[src/rtl/pong_matrix_driver.sv]
// pong_matrix_driver
//
// Takes per-frame game-state updates from the pong game core and scans them
// onto an 8x8 LED matrix one row at a time. A single pending slot absorbs
// the next update; it is copied into the display register only at a frame
// boundary, so a frame in progress is never torn.
//
// Optional feature macro: PONG_SCORE_OVERLAY_EN
//   defined   -> in PLAY, row 0 also shows sc1 on bits 3:1 and sc2 on bits 6:4
//   undefined -> row 0 shows the playfield only
//
// Parameters
//   ROW_DIV    sys_clk cycles per scanned row (>= 2)
//   WIN_SCORE  score at which a player has won
//
// Ports
//   sys_clk     clock
//   reset       synchronous, active-high reset
//   upd_valid   game core offers an update
//   upd_ready   driver can accept an update (pending slot empty)
//   ball_x/y    ball column / row
//   pad1_y      top row of left paddle (column 0)
//   pad2_y      top row of right paddle (column 7)
//   sc1, sc2    player scores
//   start_o     opening-screen request
//   row_sel     one-hot active-high row drive
//   col_data    active-high column data, bit c = column c
//   frame_done  one-cycle pulse following each frame boundary
//
// Mode state machine (changes only when a pending update is loaded)
//   state   | meaning
//   IDLE    | no update loaded since reset; matrix dark
//   SPLASH  | opening screen, checkerboard
//   PLAY    | ball and paddles
//   WIN     | winner's half lit, blinking once per frame

module pong_matrix_driver #(
   parameter int ROW_DIV   = 1000,
   parameter int WIN_SCORE = 7
) (
   input  logic       sys_clk,
   input  logic       reset,
   input  logic       upd_valid,
   output logic       upd_ready,
   input  logic [2:0] ball_x,
   input  logic [2:0] ball_y,
   input  logic [2:0] pad1_y,
   input  logic [2:0] pad2_y,
   input  logic [2:0] sc1,
   input  logic [2:0] sc2,
   input  logic       start_o,
   output logic [7:0] row_sel,
   output logic [7:0] col_data,
   output logic       frame_done
);

   localparam int            PW        = $clog2(ROW_DIV);
   localparam logic [PW-1:0] PRESC_MAX = PW'(ROW_DIV - 1);

   typedef struct packed {
      logic       start;
      logic [2:0] sc2;
      logic [2:0] sc1;
      logic [2:0] pad2_y;
      logic [2:0] pad1_y;
      logic [2:0] ball_y;
      logic [2:0] ball_x;
   } game_t;

   typedef enum logic [1:0] {
      MODE_IDLE,
      MODE_SPLASH,
      MODE_PLAY,
      MODE_WIN
   } mode_t;

   logic [PW-1:0] presc;
   logic [2:0]    row;
   logic          parity;
   logic          pend_full;
   game_t         pend;
   game_t         disp;
   mode_t         mode;

   logic          row_adv;
   logic          boundary;
   logic          load;
   logic          take;
   logic [2:0]    row_nxt;
   logic          parity_nxt;
   game_t         disp_nxt;
   game_t         incoming;
   mode_t         mode_nxt;
   mode_t         load_mode;
   logic [7:0]    pixels_nxt;
   logic [7:0]    row_sel_nxt;

   function automatic logic has_won(input logic [2:0] score);
      return int'(score) >= WIN_SCORE;
   endfunction

   function automatic mode_t classify(input game_t g);
      if (g.start)
         return MODE_SPLASH;
      else if (has_won(g.sc1) || has_won(g.sc2))
         return MODE_WIN;
      else
         return MODE_PLAY;
   endfunction

   // Paddle spans top..top+2; done in 4 bits so a paddle near the bottom is
   // clipped at row 7 instead of wrapping back onto row 0.
   function automatic logic on_paddle(input logic [2:0] top, input logic [2:0] r);
      logic [3:0] r4;
      logic [3:0] lo;
      r4 = {1'b0, r};
      lo = {1'b0, top};
      return (r4 >= lo) && (r4 <= lo + 4'd2);
   endfunction

   function automatic logic [7:0] row_pixels(input game_t g, input mode_t m,
                                             input logic [2:0] r, input logic par);
      logic [7:0] px;
      px = 8'h00;
      case (m)
         MODE_SPLASH: px = r[0] ? 8'hAA : 8'h55;
         MODE_PLAY: begin
            if (r == g.ball_y)
               px[g.ball_x] = 1'b1;
            if (on_paddle(g.pad1_y, r))
               px[0] = 1'b1;
            if (on_paddle(g.pad2_y, r))
               px[7] = 1'b1;
`ifdef PONG_SCORE_OVERLAY_EN
            if (r == 3'd0)
               px = px | {1'b0, g.sc2, g.sc1, 1'b0};
`endif
         end
         MODE_WIN: begin
            if (!par) begin
               if (has_won(g.sc1))
                  px[3:0] = 4'hF;
               if (has_won(g.sc2))
                  px[7:4] = 4'hF;
            end
         end
         default: px = 8'h00;
      endcase
      return px;
   endfunction

   assign upd_ready = !pend_full;

   always_comb begin
      incoming = '{start:  start_o,
                   sc2:    sc2,
                   sc1:    sc1,
                   pad2_y: pad2_y,
                   pad1_y: pad1_y,
                   ball_y: ball_y,
                   ball_x: ball_x};

      row_adv   = (presc == PRESC_MAX);
      boundary  = row_adv && (row == 3'd7);
      load      = boundary && pend_full;
      take      = upd_valid && !pend_full;
      load_mode = classify(pend);

      row_nxt    = row_adv ? row + 3'd1 : row;
      disp_nxt   = load ? pend : disp;
      mode_nxt   = load ? load_mode : mode;
      parity_nxt = parity;
      if (load && (load_mode == MODE_WIN))
         parity_nxt = 1'b0;
      else if (boundary)
         parity_nxt = !parity;

      // Pixels for the row about to be shown, from the state this same edge
      // is about to commit, so a load is visible from row 0 of the new frame.
      pixels_nxt  = row_pixels(disp_nxt, mode_nxt, row_nxt, parity_nxt);
      row_sel_nxt = (mode_nxt == MODE_IDLE) ? 8'h00 : (8'h01 << row_nxt);
   end

   always_ff @(posedge sys_clk) begin
      if (reset) begin
         presc      <= '0;
         row        <= 3'd0;
         parity     <= 1'b0;
         pend_full  <= 1'b0;
         pend       <= '0;
         disp       <= '0;
         mode       <= MODE_IDLE;
         row_sel    <= 8'h00;
         col_data   <= 8'h00;
         frame_done <= 1'b0;
      end else begin
         presc      <= row_adv ? '0 : presc + PW'(1);
         row        <= row_nxt;
         parity     <= parity_nxt;
         disp       <= disp_nxt;
         mode       <= mode_nxt;
         frame_done <= boundary;

         // take and load are mutually exclusive: take needs an empty slot,
         // load needs a full one.
         if (take) begin
            pend      <= incoming;
            pend_full <= 1'b1;
         end else if (load) begin
            pend_full <= 1'b0;
         end

         if (row_adv) begin
            row_sel  <= row_sel_nxt;
            col_data <= pixels_nxt;
         end
      end
   end

endmodule

[config.mk]
export PLATFORM = sky130hd
export DESIGN_NAME = pong_matrix_driver
export DESIGN_NICKNAME = d
export VERILOG_FILES = /design/src/rtl/pong_matrix_driver.sv
export SDC_FILE = /design/constraint.sdc
export NUM_CORES = 1
export LEC_CHECK = 0
export CAP_MARGIN = 20
export CORE_ASPECT_RATIO = 1.75
export CORE_MARGIN = 2
export CORE_UTILIZATION = 45
export CTS_BUF_LIST = sky130_fd_sc_hd__clkbuf_8 sky130_fd_sc_hd__clkbuf_16
export CTS_CLUSTER_SIZE = 10
export DETAILED_ROUTE_END_ITERATION = 12
export MAX_ROUTING_LAYER = met4
export PLACE_DENSITY = 0.69
export SLEW_MARGIN = 0
export SYNTH_ARGS = -nofsm -noshare
export SYNTH_HDL_FRONTEND = slang
export SYNTH_SLANG_ARGS = --single-unit
export TNS_END_PERCENT = 20
[constraint.sdc]
create_clock -name sys_clk -period 3.1 [get_ports sys_clk]
set_input_delay 0.62 -clock sys_clk [delete_from_list [all_inputs] [get_ports sys_clk]]
set_output_delay 0.62 -clock sys_clk [all_outputs]
set_load 0.02 [all_outputs]
; Word level (Yosys, flattened, before mapping)
; Cells that the tools add are included.
[word_totals]
reg_bits = 71
input_bits = 22
output_inout_bits = 18
word_cells = 76
[op_classes]
n_addsub = 4
n_lt_le_gt_ge = 10
eq_ne = 7
shift = 1
mux = 20
n_reduce_logical = 13
[op_table]
columns = operator, n
row1 = 8-bit two-way mux, 4
row2 = 8-bit case mux with 3 select lines, 1
row3 = 18-bit two-way mux, 1
row4 = 3-bit >= comparator (second input constant), 4
row5 = 10-bit by 1-bit adder with 10-bit output (second input constant), 1
row6 = 10-bit equality test (second input constant), 1
row7 = 3-bit by 2-bit adder with 4-bit output (second input constant), 2
row8 = 3-bit by 4-bit less-or-equal comparator with 1-bit output, 2
row9 = 1-bit two-way mux, 8
row10 = 4-bit two-way mux, 2
row11 = 1-bit by 3-bit << shifter with 8-bit output (first input constant), 1
row12 = 1-bit logical AND, 7
row13 = 2-bit equality test (second input constant), 3
row14 = 3-bit >= comparator, 2
row15 = 3-bit by 4-bit less-than comparator with 1-bit output (second input constant), 1
row16 = 2-bit two-way mux, 2
row17 = 3-bit by 1-bit adder with 3-bit output (second input constant), 1
row18 = 1-bit demux with 3-bit select, 1
row19 = 3-bit equality test, 1
row20 = 3-bit equality test (second input constant), 1
row21 = 3-bit by 1-bit >= comparator with 1-bit output (second input constant), 1
row22 = 3-bit two-way mux, 1
row23 = 2-bit by 1-bit equality test with 1-bit output (second input constant), 1
row24 = 1-bit zero test, 2
row25 = 4 further kinds, 4

; Logic depth before layout (Yosys ltp)
[logic_depth]
ltp_word = 11
depth_mapped = 16
mapped_depth_nobuf = 14

; Worst setup path before layout
; Ideal clock, no wire load.
[synth_timing]
path_type = register -> register
from = register row[0]
to = register col_data[7]
setup_time_ns = 0.130
arrival_ns = 2.958
required_ns = 2.970
setup_slack_ns = 0.012
stages_incl_launch_ff = 16
n_path_buf = 2
period_less_slack_ns = 3.088
cell_sequence = dfxtp_1 -> ha_1 -> ha_1 -> and2_1 -> nand4_4 -> buf_6 -> clkbuf_1 -> mux2i_1 -> inv_1 -> ha_1 -> inv_1 -> ha_1 -> a31oi_1 -> a21oi_1 -> a32oi_1 -> o211ai_1
[synth_rtl]
columns = element, line_no
row1 = from (decl), 78  ; logic [2:0] row;
row2 = from (signal assigned), 198  ; row <= row_nxt;
row3 = to (signal assigned), 215  ; col_data <= pixels_nxt;
row4 = to (decl), 53  ; output logic [7:0] col_data,

; Worst setup path after layout
[layout_timing]
from = register row[0]
to = register col_data[0]
[layout_via]
elab_chain_cells = 11
word_cells_on_any_way = 30
cone_classes = add/sub: 2 / order compare: 5 / eq/ne: 5 / mux: 13 / reduce/logical: 5
[layout_rtl]
columns = element, line_no
row1 = 3-bit equality test, 164  ; boundary = row_adv && (row == 3'd7);
row2 = 1-bit logical AND, 164
row3 = 1-bit logical AND, 165  ; load = boundary && pend_full;
row4 = 18-bit two-way mux, 170  ; disp_nxt = load ? pend : disp;
row5 = 3-bit by 4-bit less-than comparator with 1-bit output (implied by the code) / 3-bit by 1-bit >= comparator with 1-bit output (equally long branches), 129  ; px[g.ball_x] = 1'b1;
row6 = 1-bit logical AND (implied by the code), 129
row7 = 1-bit two-way mux (implied by the code), 129
row8 = 1-bit demux with 3-bit select, 129
row9 = 8-bit two-way mux, 128  ; if (r == g.ball_y)
row10 = 1-bit two-way mux, 130  ; if (on_paddle(g.pad1_y, r))
row11 = 8-bit case mux with 3 select lines (*), 125  ; case (m)
; Every way passes the cells marked *; elsewhere a longest branch is shown, timed or not.
; A chain may end at the register's enable or synchronous reset.

==> metrics.cfg <==
[cts]
hold_buffers = 0
cts_buffers = 9
clk_latency_ns = 0.33
clk_pin_slew_ns = 0.06
cts_buffer_depth = 2
cts-htree-levels = 3
cts-root-buf = clkbuf_16
clock-sinks = 71
cts_tree = yes

[hold_path]
worstHoldStart = disp[15]
holdPathEnd = disp[15]
hp-class = flip-flop to flip-flop
holdPathStages = 2

[power]
p_leak_nw = 1.663
irDropWorstVdd_mv = 0.3762
powerDensity_nw_per_um2 = 506.1

[grt]
grt_pass1_wl_um = 12670
antenna_found_initial = 0
grt-ovfl-total = 0
grt_max_degree = 34
grt_usage_pct = 21.80
first_global_vias = 2830

[layout]
drive_above_1_share_pct = 9.513
fin_nets = 461
antennaDiodeCount = 0
fill_cells = 645
final_common_cell = nand2_1
stdcell_count = 517
area.growth.synth_to_final_pct = 25.40
mostFrequentLayoutCells = nand2_1, dfxtp_1, a21oi_1, clkdlybuf4s50_1, nor2_1

[synth]
ys_warn_count = 0
ys_ff_latch = 71
synth_nets = 415
synth_cell_types = 50
synth_edf_count = 0
netlist_area_um2 = 3281
ys_seq_area_share_pct = 43.33
syn_inst = 381
synth_top_flop_cell = dfxtp_1
syn_area_per_cell_um2 = 8.611
synthArstFlopShare_pct = 0

[die]
io_pins = 40
dieArea_um2 = 8016
std_cell_rows = 41
initial_core_util_pct = 46.01
dieWidth_um = 68.55
die_y_um = 117.0
core-area_um2 = 7131

[detailed_routing]
top_layer_used = met4
ant_nets = 0
dr_wl_met2_um = 3908
via_per_inst = 5.381
drc_errors = 0
wl_met1_um = 2907
vias = 2782
wl_per_cell_um = 14.66
drt-pass1-iter-count = 4
met3_length_um = 248
drt-initial-drc-count = 126
drt-total-wl_um = 7581

[outcome]
status = completed

[timing]
max_freq_ghz = 0.3578
hold_viol = 0
fin_crit_ns = 2.795
drv_slew = 0
fin_crit_sh_pct = 90.17
slew_headroom_pct = 59.97
tns_ns = 0
hold_ws_ns = 0.4472
skew_ns = 0.007101
rsz0062_at_grt = no
worst_slew_pin_slew_ns = 0.5990
setup_viol_count_final = 0

[setup_path]
worstPathArrival_ns = 3.00
required_ns = 3.30
r2r_cells = 13
r2r-end = col_data[0]
cp-end-kind = flip-flop
path_class = flip-flop to flip-flop
critPathMaxFanout = 7
r2r_start = row[0]
r2r_setup_slack_ns = 0.30
startpoint_type = flip-flop

[placed_design]
dp.cells = 501
place.gp.congestion = 0.8783
port_buffers = 39
dpl.hpwl_um = 5750

[job]
drv_cap = 0

## metrics by stage
| step | cell area (µm²) | total power, mW | setup slack, ns | utilization, % |
|---|---|---|---|---|
| after floorplan | 3281 | 1.010 | 0.01189 | - |
| after global placement | 3780 | 1.053 | 0.2507 | 53.01 |
| after detailed placement | 3780 | 1.056 | 0.1306 | 53.01 |
| after CTS | 4089 | 2.098 | 0.1221 | 57.34 |
| after global routing | 4114 | 2.144 | 0.01984 | 57.69 |
| final | 4114 | 2.082 | 0.3048 | 57.69 |
## worst max-delay path, stage by stage, from the launching register on
cell and delay [ns]:
dfxtp_2 0.35, ha_1 0.20, ha_1 0.19, and2_1 0.20, nand4_4 0.18, mux2i_4 0.30, inv_1 0.07, ha_1 0.32
nor2b_1 0.14, o21ai_0 0.09, a32oi_1 0.15, nand3_1 0.08, a41oi_1 0.26, o211ai_1 0.12
## worst max-delay path by stage
stage,start,to,slack [ns],depth (start not counted)
detailed placement,row[0],col_data[0],0.13,13
global route,presc[0],col_data[0],0.02,11
CTS,row[0],col_data[0],0.12,13
floorplan,row[0],col_data[7],0.01,15
global placement,row[0],col_data[0],0.25,13
finish,row[0],col_data[0],0.30,13
## where the power goes
part           internal [mW]  total [mW]  switching, mW
logic                 0.0419      0.0878         0.0459
clock network          0.682        1.05          0.364
registers              0.932       0.948         0.0167
## flip-flops by register name, indices dropped and copies added, names as in the netlist
| signal | count |
|---|---|
| col_data | 8 |
| pend_full | 1 |
| pend | 19 |
| disp | 18 |
| presc | 10 |
| mode | 2 |
| parity | 1 |
| row_sel | 8 |
| row | 3 |
| frame_done | 1 |
## layout make-up
class | count | area, µm² | area share [%]
clock buffers | 12 | 266.5 | 6.478
clock inverters | 3 | 42.54 | 1.034
inverters | 11 | 41.29 | 1.004
multi-input cells | 285 | 1769 | 43.00
flip-flops and latches | 71 | 1423 | 34.58
well taps | 86 | 107.6 | 2.616
repair buffers | 49 | 464.2 | 11.28
## cell usage after synthesis, drive strengths merged, types with 2 or more instances
master  number  area [µm²]
o211ai       5       37.54
buf          3       20.01
nor3         8       56.31
mux2         2       26.27
a22oi        6       45.04
nand2b       3       18.77
nand2       72       270.3
a21oi       39       195.2
mux2i       11       122.6
a41oi        2       17.52
and2         2       12.51
and3         6       37.54
nand3b       2       15.01
clkbuf      11       41.29
dfxtp       71        1421
ha          12       150.1
a211o        2       17.52
nor3b        6       45.04
nand3       14       82.58
xnor2        8       77.58
nor2        34       127.6
xor2         6       52.55
a211oi       6       50.05
o21ai       10       50.05
nand4        7       58.81
nor2b        6       40.04
inv         11       41.29
nor4         6       52.55
a32oi        2       17.52
## metal layers
metal  GRT usage, %  up-vias
li1               -     1421
met1          21.61     1263
met2          36.41       66
met3          4.015       32
met4          16.67        0
met5              -        -
## logic make-up after synthesis
group | Yosys count | share of synthesized area, %
XOR/XNOR | 14 | 3.967
AND/OR/NAND/NOR | 171 | 26.66
adder cells (fa/ha/maj) | 12 | 4.577
flip-flops | 71 | 43.33
buffers and inverters | 25 | 3.127
AO/OA/AOI/OAI | 75 | 13.81
multiplexers | 13 | 4.538
## what timing repair did
action,in CTS,in global routing
endpoints found under the setup margin,0,2
buffers inserted,0,1
gates resized for setup,0,4
Power figures use the tool's default switching activity.
